File: src/rtl/tt_sine_pkg.sv
// Shared definitions for the sine generator output path: sample width,
// PWM midscale and the signed-sample to offset-binary duty conversion.
package tt_sine_pkg;

    localparam int SAMPLE_WL = 16;
    localparam int PWM_WL_DEF = 8;
    localparam int PWM_MID = 2 ** (PWM_WL_DEF - 1);

    // Flip the sign bit to get offset binary, then keep the top pwm_wl bits
    // right-aligned. Lower bits are truncated, never rounded.
    function automatic logic [SAMPLE_WL-1:0] to_offset_bin(
        input logic [SAMPLE_WL-1:0] sample,
        input int                   pwm_wl
    );
        logic [SAMPLE_WL-1:0] flipped;
        flipped = sample ^ {1'b1, {(SAMPLE_WL-1){1'b0}}};
        return flipped >> (SAMPLE_WL - pwm_wl);
    endfunction

endpackage

File: src/rtl/pwm_prescaler.sv
// Clock prescaler: emits a one-cycle tick every (div+1) clk cycles while
// enabled. Reusable for any timed output that needs a slow tick.
module pwm_prescaler #(
    parameter int DIV_WL = 8
) (
    input  logic              clk,
    input  logic              rst_n,
    input  logic              en,
    input  logic [DIV_WL-1:0] div,
    output logic              tick
);

    logic [DIV_WL-1:0] pre_cnt;

    // div is compared live, so a new value applies at the next compare; if it
    // drops below pre_cnt the counter runs up through its maximum and wraps.
    assign tick = en & (pre_cnt == div);

    // Prescale counter: cleared while disabled, restarts after every tick.
    always_ff @(posedge clk or negedge rst_n) begin
        if (!rst_n) begin
            pre_cnt <= '0;
        end else if (!en) begin
            pre_cnt <= '0;
        end else if (tick) begin
            pre_cnt <= '0;
        end else begin
            pre_cnt <= pre_cnt + DIV_WL'(1);
        end
    end

endmodule

File: src/rtl/pwm_dac_out.sv
// PWM DAC output stage: takes signed samples over valid/ready into a
// one-deep buffer, swaps the active duty only at period boundaries and
// drives a registered 1-bit PWM stream. Missed samples raise a sticky flag.
module pwm_dac_out
    import tt_sine_pkg::*;
#(
    parameter int WL     = SAMPLE_WL,
    parameter int PWM_WL = 8,
    parameter int DIV_WL = 8
) (
    input  logic              clk,
    input  logic              rst_n,
    input  logic              en,
    input  logic [DIV_WL-1:0] div,
    input  logic              s_valid,
    input  logic [WL-1:0]     s_data,
    output logic              s_ready,
    input  logic              clr_underrun,
    output logic              pwm_out,
    output logic              period_start,
    output logic              underrun
);

    localparam logic [PWM_WL-1:0] DUTY_MID = PWM_WL'(PWM_MID);

    logic              tick;
    logic              boundary;
    logic              accept;
    logic [PWM_WL-1:0] duty;
    logic [PWM_WL-1:0] cnt;
    logic [PWM_WL-1:0] act_duty;
    logic [PWM_WL-1:0] nxt_duty;
    logic              nxt_valid;

    pwm_prescaler #(
        .DIV_WL(DIV_WL)
    ) u_prescaler (
        .clk  (clk),
        .rst_n(rst_n),
        .en   (en),
        .div  (div),
        .tick (tick)
    );

    assign duty     = PWM_WL'(to_offset_bin(s_data, PWM_WL));
    assign s_ready  = en & ~nxt_valid;
    assign accept   = s_valid & s_ready;
    assign boundary = tick & (cnt == '1);

    // Period counter: advances one step per prescaler tick, wraps naturally.
    always_ff @(posedge clk or negedge rst_n) begin
        if (!rst_n) begin
            cnt <= '0;
        end else if (!en) begin
            cnt <= '0;
        end else if (tick) begin
            cnt <= cnt + PWM_WL'(1);
        end
    end

    // Registered comparator output and period-start pulse (aligned to cnt==0).
    always_ff @(posedge clk or negedge rst_n) begin
        if (!rst_n) begin
            pwm_out      <= 1'b0;
            period_start <= 1'b0;
        end else if (!en) begin
            pwm_out      <= 1'b0;
            period_start <= 1'b0;
        end else begin
            pwm_out      <= (cnt < act_duty);
            period_start <= boundary;
        end
    end

    // Sample buffer: one pending duty, promoted to active only at a boundary.
    // With nothing pending, a sample arriving on the boundary cycle is applied
    // directly so it is not delayed by a whole period.
    always_ff @(posedge clk or negedge rst_n) begin
        if (!rst_n) begin
            act_duty  <= DUTY_MID;
            nxt_duty  <= '0;
            nxt_valid <= 1'b0;
        end else if (!en) begin
            nxt_valid <= 1'b0;
        end else if (boundary) begin
            if (nxt_valid) begin
                act_duty  <= nxt_duty;
                nxt_valid <= 1'b0;
            end else if (accept) begin
                act_duty <= duty;
            end
        end else if (accept) begin
            nxt_duty  <= duty;
            nxt_valid <= 1'b1;
        end
    end

    // Sticky underrun: a boundary with no fresh sample wins over a clear.
    always_ff @(posedge clk or negedge rst_n) begin
        if (!rst_n) begin
            underrun <= 1'b0;
        end else if (boundary & ~nxt_valid & ~accept) begin
            underrun <= 1'b1;
        end else if (clr_underrun) begin
            underrun <= 1'b0;
        end
    end

endmodule

File: config.mk
export PLATFORM = sky130hd
export DESIGN_NAME = pwm_dac_out
export DESIGN_NICKNAME = d
export VERILOG_FILES = /design/src/rtl/tt_sine_pkg.sv /design/src/rtl/pwm_prescaler.sv /design/src/rtl/pwm_dac_out.sv
export SDC_FILE = /design/constraint.sdc
export NUM_CORES = 1
export LEC_CHECK = 0
export BUFFER_PORTS_ARGS = -buffer_cell sky130_fd_sc_hd__buf_2
export CAP_MARGIN = 30
export CELL_PAD_IN_SITES_DETAIL_PLACEMENT = 0
export CELL_PAD_IN_SITES_GLOBAL_PLACEMENT = 1
export CORE_UTILIZATION = 47
export CTS_BUF_LIST = sky130_fd_sc_hd__clkbuf_8 sky130_fd_sc_hd__clkbuf_16
export DETAILED_ROUTE_END_ITERATION = 10
export PLACE_DENSITY_LB_ADDON = 0.25
export SLEW_MARGIN = 25
export SYNTH_ARGS = -nofsm -noshare
export SYNTH_HDL_FRONTEND = slang
export SYNTH_HIERARCHICAL = 1
export SYNTH_SLANG_ARGS = --single-unit
export TNS_END_PERCENT = 50
File: constraint.sdc
create_clock -name clk -period 4.4 [get_ports clk]
set_input_delay 0.22 -clock clk [delete_from_list [all_inputs] [get_ports clk]]
set_output_delay 0.22 -clock clk [all_outputs]
set_load 0.01 [all_outputs]
## Word level (Yosys, flattened, before mapping)

Cells that the tools add are included.

- RAM bits: 0
- Output and inout port bits: 4
- Memories kept: 0
- Flip-flop bits (word level): 36
- Bits in read-only memories: 0
- Word-level logic and storage cells: 42
- Bits in latches: 0

- Bitwise logic cells: 10
- Multiply operators: 0
- Add/subtract/negate cells: 2
- Mux-type cells: 13
- Shift-type cells: 0
- Reduce and logical (&&, ||, !) cells: 4
- Magnitude comparators: 1
- Eq/ne operators: 4
- Div/mod/pow operators: 0

Operator list:

| operator | number |
|---|---|
| 8-bit two-way mux | 6 |
| 8-bit by 1-bit adder with 8-bit output, second input constant | 2 |
| 8-bit == test | 1 |
| 8-bit == test, second input constant | 1 |
| 8-bit less-than comparator | 1 |
| 1-bit two-way mux | 7 |
| 1-bit bitwise AND | 6 |
| 3-bit AND reduction | 2 |
| 1-bit inverter | 4 |
| 2-bit nonzero test | 2 |
| 3-bit by 1-bit inequality test with 1-bit output, second input constant | 1 |
| 2-bit by 1-bit inequality test with 1-bit output, second input constant | 1 |

## Depth between registers and ports, before layout

- Depth after elaboration: 6
- Gate-level depth with buffers: 8
- Gate-level depth less buffers: 6

## Modules after synthesis

The synthesis kept the hierarchy.

By module, submodules not included:

| module | cells an instance | area each (um^2) | seq. area each (um^2) | times used |
|---|---|---|---|---|
| pwm_dac_out | 119 | 1433.9 | 701.9 | 1 |
| pwm_prescaler | 47 | 491.7 | 200.2 | 1 |

## Worst setup path after synthesis

Ideal clock, no wire load.

- Path type: register -> register
- Start point: reg u_prescaler.pre_cnt[6]
- End point: reg act_duty[0]
- Data required time: 4.275 ns
- Path slack: 1.854 ns
- Period minus slack after synthesis: 2.546 ns
- Arrival: 2.421 ns
- Library setup time: 0.125 ns
- Cell stages (with the launch flop): 8
- Path through: dfrtp_1 -> xor2_2 -> nor4_2 -> and3_1 -> buf_4 -> nand4_4 -> nor3_4 -> mux2_4

- Word-level cells in the longest chain between the ends: 4

Ends and longest elaborated chain:

| what | line | RTL |
|---|---|---|
| start: declaration | pwm_prescaler.sv:13 | `logic [DIV_WL-1:0] pre_cnt;` |
| start signal: assignment | pwm_prescaler.sv:28 | `pre_cnt <= pre_cnt + DIV_WL'(1);` |
| 8-bit == test | pwm_prescaler.sv:17 | `assign tick = en & (pre_cnt == div);` |
| 1-bit bitwise AND | pwm_prescaler.sv:17 |  |
| named net tick | pwm_dac_out.sv:26 | `logic tick;` |
| 1-bit bitwise AND | pwm_dac_out.sv:48 | `assign boundary = tick & (cnt == '1);` |
| 3-bit AND reduction (no line) | -- |  |
| end signal: assignment | pwm_dac_out.sv:87 | `act_duty <= nxt_duty;` |
| end signal: assignment | pwm_dac_out.sv:90 | `act_duty <= duty;` |
| end: declaration | pwm_dac_out.sv:31 | `logic [PWM_WL-1:0] act_duty;` |

The timed path passes the listed nets, and every way through them passes these cells.
A chain may end at the register's enable or synchronous reset.

## Worst setup path after layout

- Start point: reg u_prescaler.pre_cnt[5]
- End point: reg act_duty[0]

The elaborated chain is that of the path after synthesis.

==> summary.txt <==
max cap viols: 0
DR iter-0 viols: 82
power share of the clock group: 37.6%
clock-pin transition on the worst setup and hold timing paths: 70 ps
Crit Path Max Fanout: 9
VDD IR max: 235 uV
share of cells above drive strength 1: 23.2%
Root Buffer: clkbuf_8
CP Capture Type: register
Synth cell types: 41
RSZ-0062 raised after global routing: no
sequential cell area fraction in the yosys report: 46.8%
final hold vios: 0
CTS Sinks: 36
fmax: 318 MHz
Post-CTS Setup Bufs: 0
clk_lat worst skew: 290 ps
final setup vio count: 0
Synth area leader: dfrtp_1
most frequent cell after synthesis: dfrtp_1
initial antenna violation count: 0
Syn Nets: 204
Worst path slowest cell: nor4_2
data required time at the worst endpoint: 4580 ps
Post-CTS Hold Fix Bufs: 0
CTS Buf Count: 5
clock skew: 3.80 ps
Synth area leaders: dfrtp_1 (45%), mux2i_1 (7.8%), ha_1 (5.8%), xor2_1 (5.5%), mux2_2 (2.9%)
Buffers & Inverters on Critical Path: 0
Async SR Flop Fraction: 100%
Synth Warn #: 6
Syn-to-layout area delta: 13.5%
nets@finish: 231
Crit Path Class: register to register
Worst Setup Slack, final: 1260 ps
CP delay by family, top: simple AND/OR/NAND/NOR gates
Switching Power: 0.000161 W
PD cells: 311 mW/mm^2
Worst Setup Start Kind: register
worst-path cell chain: xor2_1 > nor4_2 > and3_1 > nand4_4 > nor3_4 > mux2_4
leakage: 1.06 nW
floorplan core area: 0.00380 sq mm
Final Routed Wirelength: 3730 microns
Post-synth top cells: dfrtp_1 (35), mux2i_1 (15), inv_1 (13)
Initial Util: 50.7%
HP Class: primary input to async pin
Worst EP arrival: 3320 ps
final clock period utilization by the worst path: 71.4%
CTS Buffer Depth: 2
RD Place Congestion: 0.816
share of the synthesized area in the top cell type: 45.5%
register bit total from synthesis: 36
die area: 0.00436 sq mm
EDFF count, synth: 0
dpl ws: 1320 ps
post-route ant nets: 0
wire per inst: 15.4 microns
cell area after synthesis: 0.00193 sq mm
Mean Syn Cell Area: 11.6 sq um
post-route minimum period: 3140 ps
internal cell power: 0.000519 W
largest net degree at the start of global routing: 37
top_reg_cell synth: dfrtp_1
DRC Markers: 0
Gates resized, CTS repair: 0
vias in the first global route: 1412
max-slew violation count: 0
CTS tree: yes
number of buffers added on ports: 24
Ports: 33
Post-Synthesis Cells: 166
status: complete, no violations
Max-slew headroom: 44.0%
Worst-Margin Slew: 834 ps
switch share: 23.7%
first-pass GRT wire length: 6810 microns
TNS Setup: 0 ps
Antenna diodes: 0
DRT Pass-1 Iters: 4
Tot GR Track Use: 21.4%
Comb power frac: 9.1%
vias per cell: 5.52
Reg power frac: 53.3%
Die Y: 66.0 microns
GRT overflow: 0
hpwl dp: 2790 microns
die width: 66.0 microns
Rows: 22
CP peak stage delay: 740 ps
routed vias: 1336
CTS H-tree depth: 2
## cell usage in the layout, fill, tap and decap left out, types with 5 or more instances in the layout
master / instances
a211oi_1: 6
a21oi_1: 5
buf_2: 24
clkbuf_8: 7
dfrtp_1: 35
ha_1: 9
inv_1: 14
mux2_2: 5
mux2i_1: 15
nand3_1: 6
nor2_1: 9
o21ai_0: 6
or3_1: 5
xor2_1: 12
## flip-flops by register name, indices dropped and copies added (netlist names)
signal	count
act_duty	8
cnt	8
nxt_duty	8
u_prescaler/pre_cnt	8
nxt_valid	1
period_start	1
pwm_out	1
underrun	1
## final cells by class
type | count | area, sq um
Fill cell | 329 | 1610
Multi-Input combinational cell | 113 | 955
Timing Repair Buffer | 24 | 120
Clock inverter | 1 | 3.75
Clock buffer | 7 | 96.3
Tap cell | 48 | 60.1
Sequential cell | 36 | 902
Inverter | 13 | 48.8
## power groups by stage
| stage | logic, W | registers [W] | clock network (W) |
|---|---|---|---|
| 3_5_place_dp | 0.0000629 | 0.000369 | 0 |
| 3_3_place_gp | 0.0000601 | 0.000367 | 0 |
| 6_report | 0.0000620 | 0.000362 | 0.000256 |
| 2_1_floorplan | 0.0000412 | 0.000362 | 0 |
| 5_1_grt | 0.0000703 | 0.000365 | 0.000278 |
| 4_1_cts | 0.0000631 | 0.000362 | 0.000264 |
## stage by stage
stage	utilization (%)	hold WS, ps	instance area, sq um	cells	total power (W)
after floorplan	-	-75.6	1930	166	0.000404
after global placement	54.9	339	2090	234	0.000427
after detailed placement	54.9	354	2090	234	0.000432
after CTS	57.5	35.4	2190	242	0.000689
after global routing	57.5	69.0	2190	242	0.000714
final	57.5	14.0	2190	242	0.000680
## cells by family (layout without fill, tap and decap cells)
kind of cell    count (synthesis)  after routing  synth area share, %
compound gates                 27             27                 9.94
xor+xnor                       15             15                 7.21
fa+ha+maj                       9              9                 5.85
buf+inv                        17             45                 3.57
flops                          36             36                 46.8
mux                            24             24                 13.3
simple gates                   38             38                 13.3
## worst reg2reg max path: stages, from the launching register on
cell and delay (ps):
dfrtp_1 430, xor2_1 180, nor4_2 740, and3_1 520, nand4_4 250, nor3_4 570
mux2_4 350
## worst paths after layout
check | from | endpoint | slack (ps) | cells past startpoint
worst max-delay path | u_prescaler/pre_cnt[5]$_DFF_PN0_ | act_duty[0]$_DFFE_PN0P_ | 1260 | 6
worst min-delay path | rst_n | cnt[3]$_DFFE_PN0P_ | 10 | 1
worst max register to register | u_prescaler/pre_cnt[5]$_DFF_PN0_ | act_duty[0]$_DFFE_PN0P_ | 1260 | 6
worst min register to register | nxt_duty[6]$_DFFE_PN0P_ | nxt_duty[6]$_DFFE_PN0P_ | 510 | 1
max in group asynchronous | rst_n | nxt_duty[4]$_DFFE_PN0P_ | 3890 | 1
min in group clk | s_data[15] | nxt_duty[7]$_DFFE_PN0P_ | 120 | 2
## metal layers
layer	vias to the layer above	part of all wire, %	GRT usage, %
met5	-	0	0
met4	0	1.5	8.51
met3	5	4.4	6.21
met2	31	45	32.4
met1	647	49	28.7
li1	653	-	-
(Power assumes the default switching activity.)
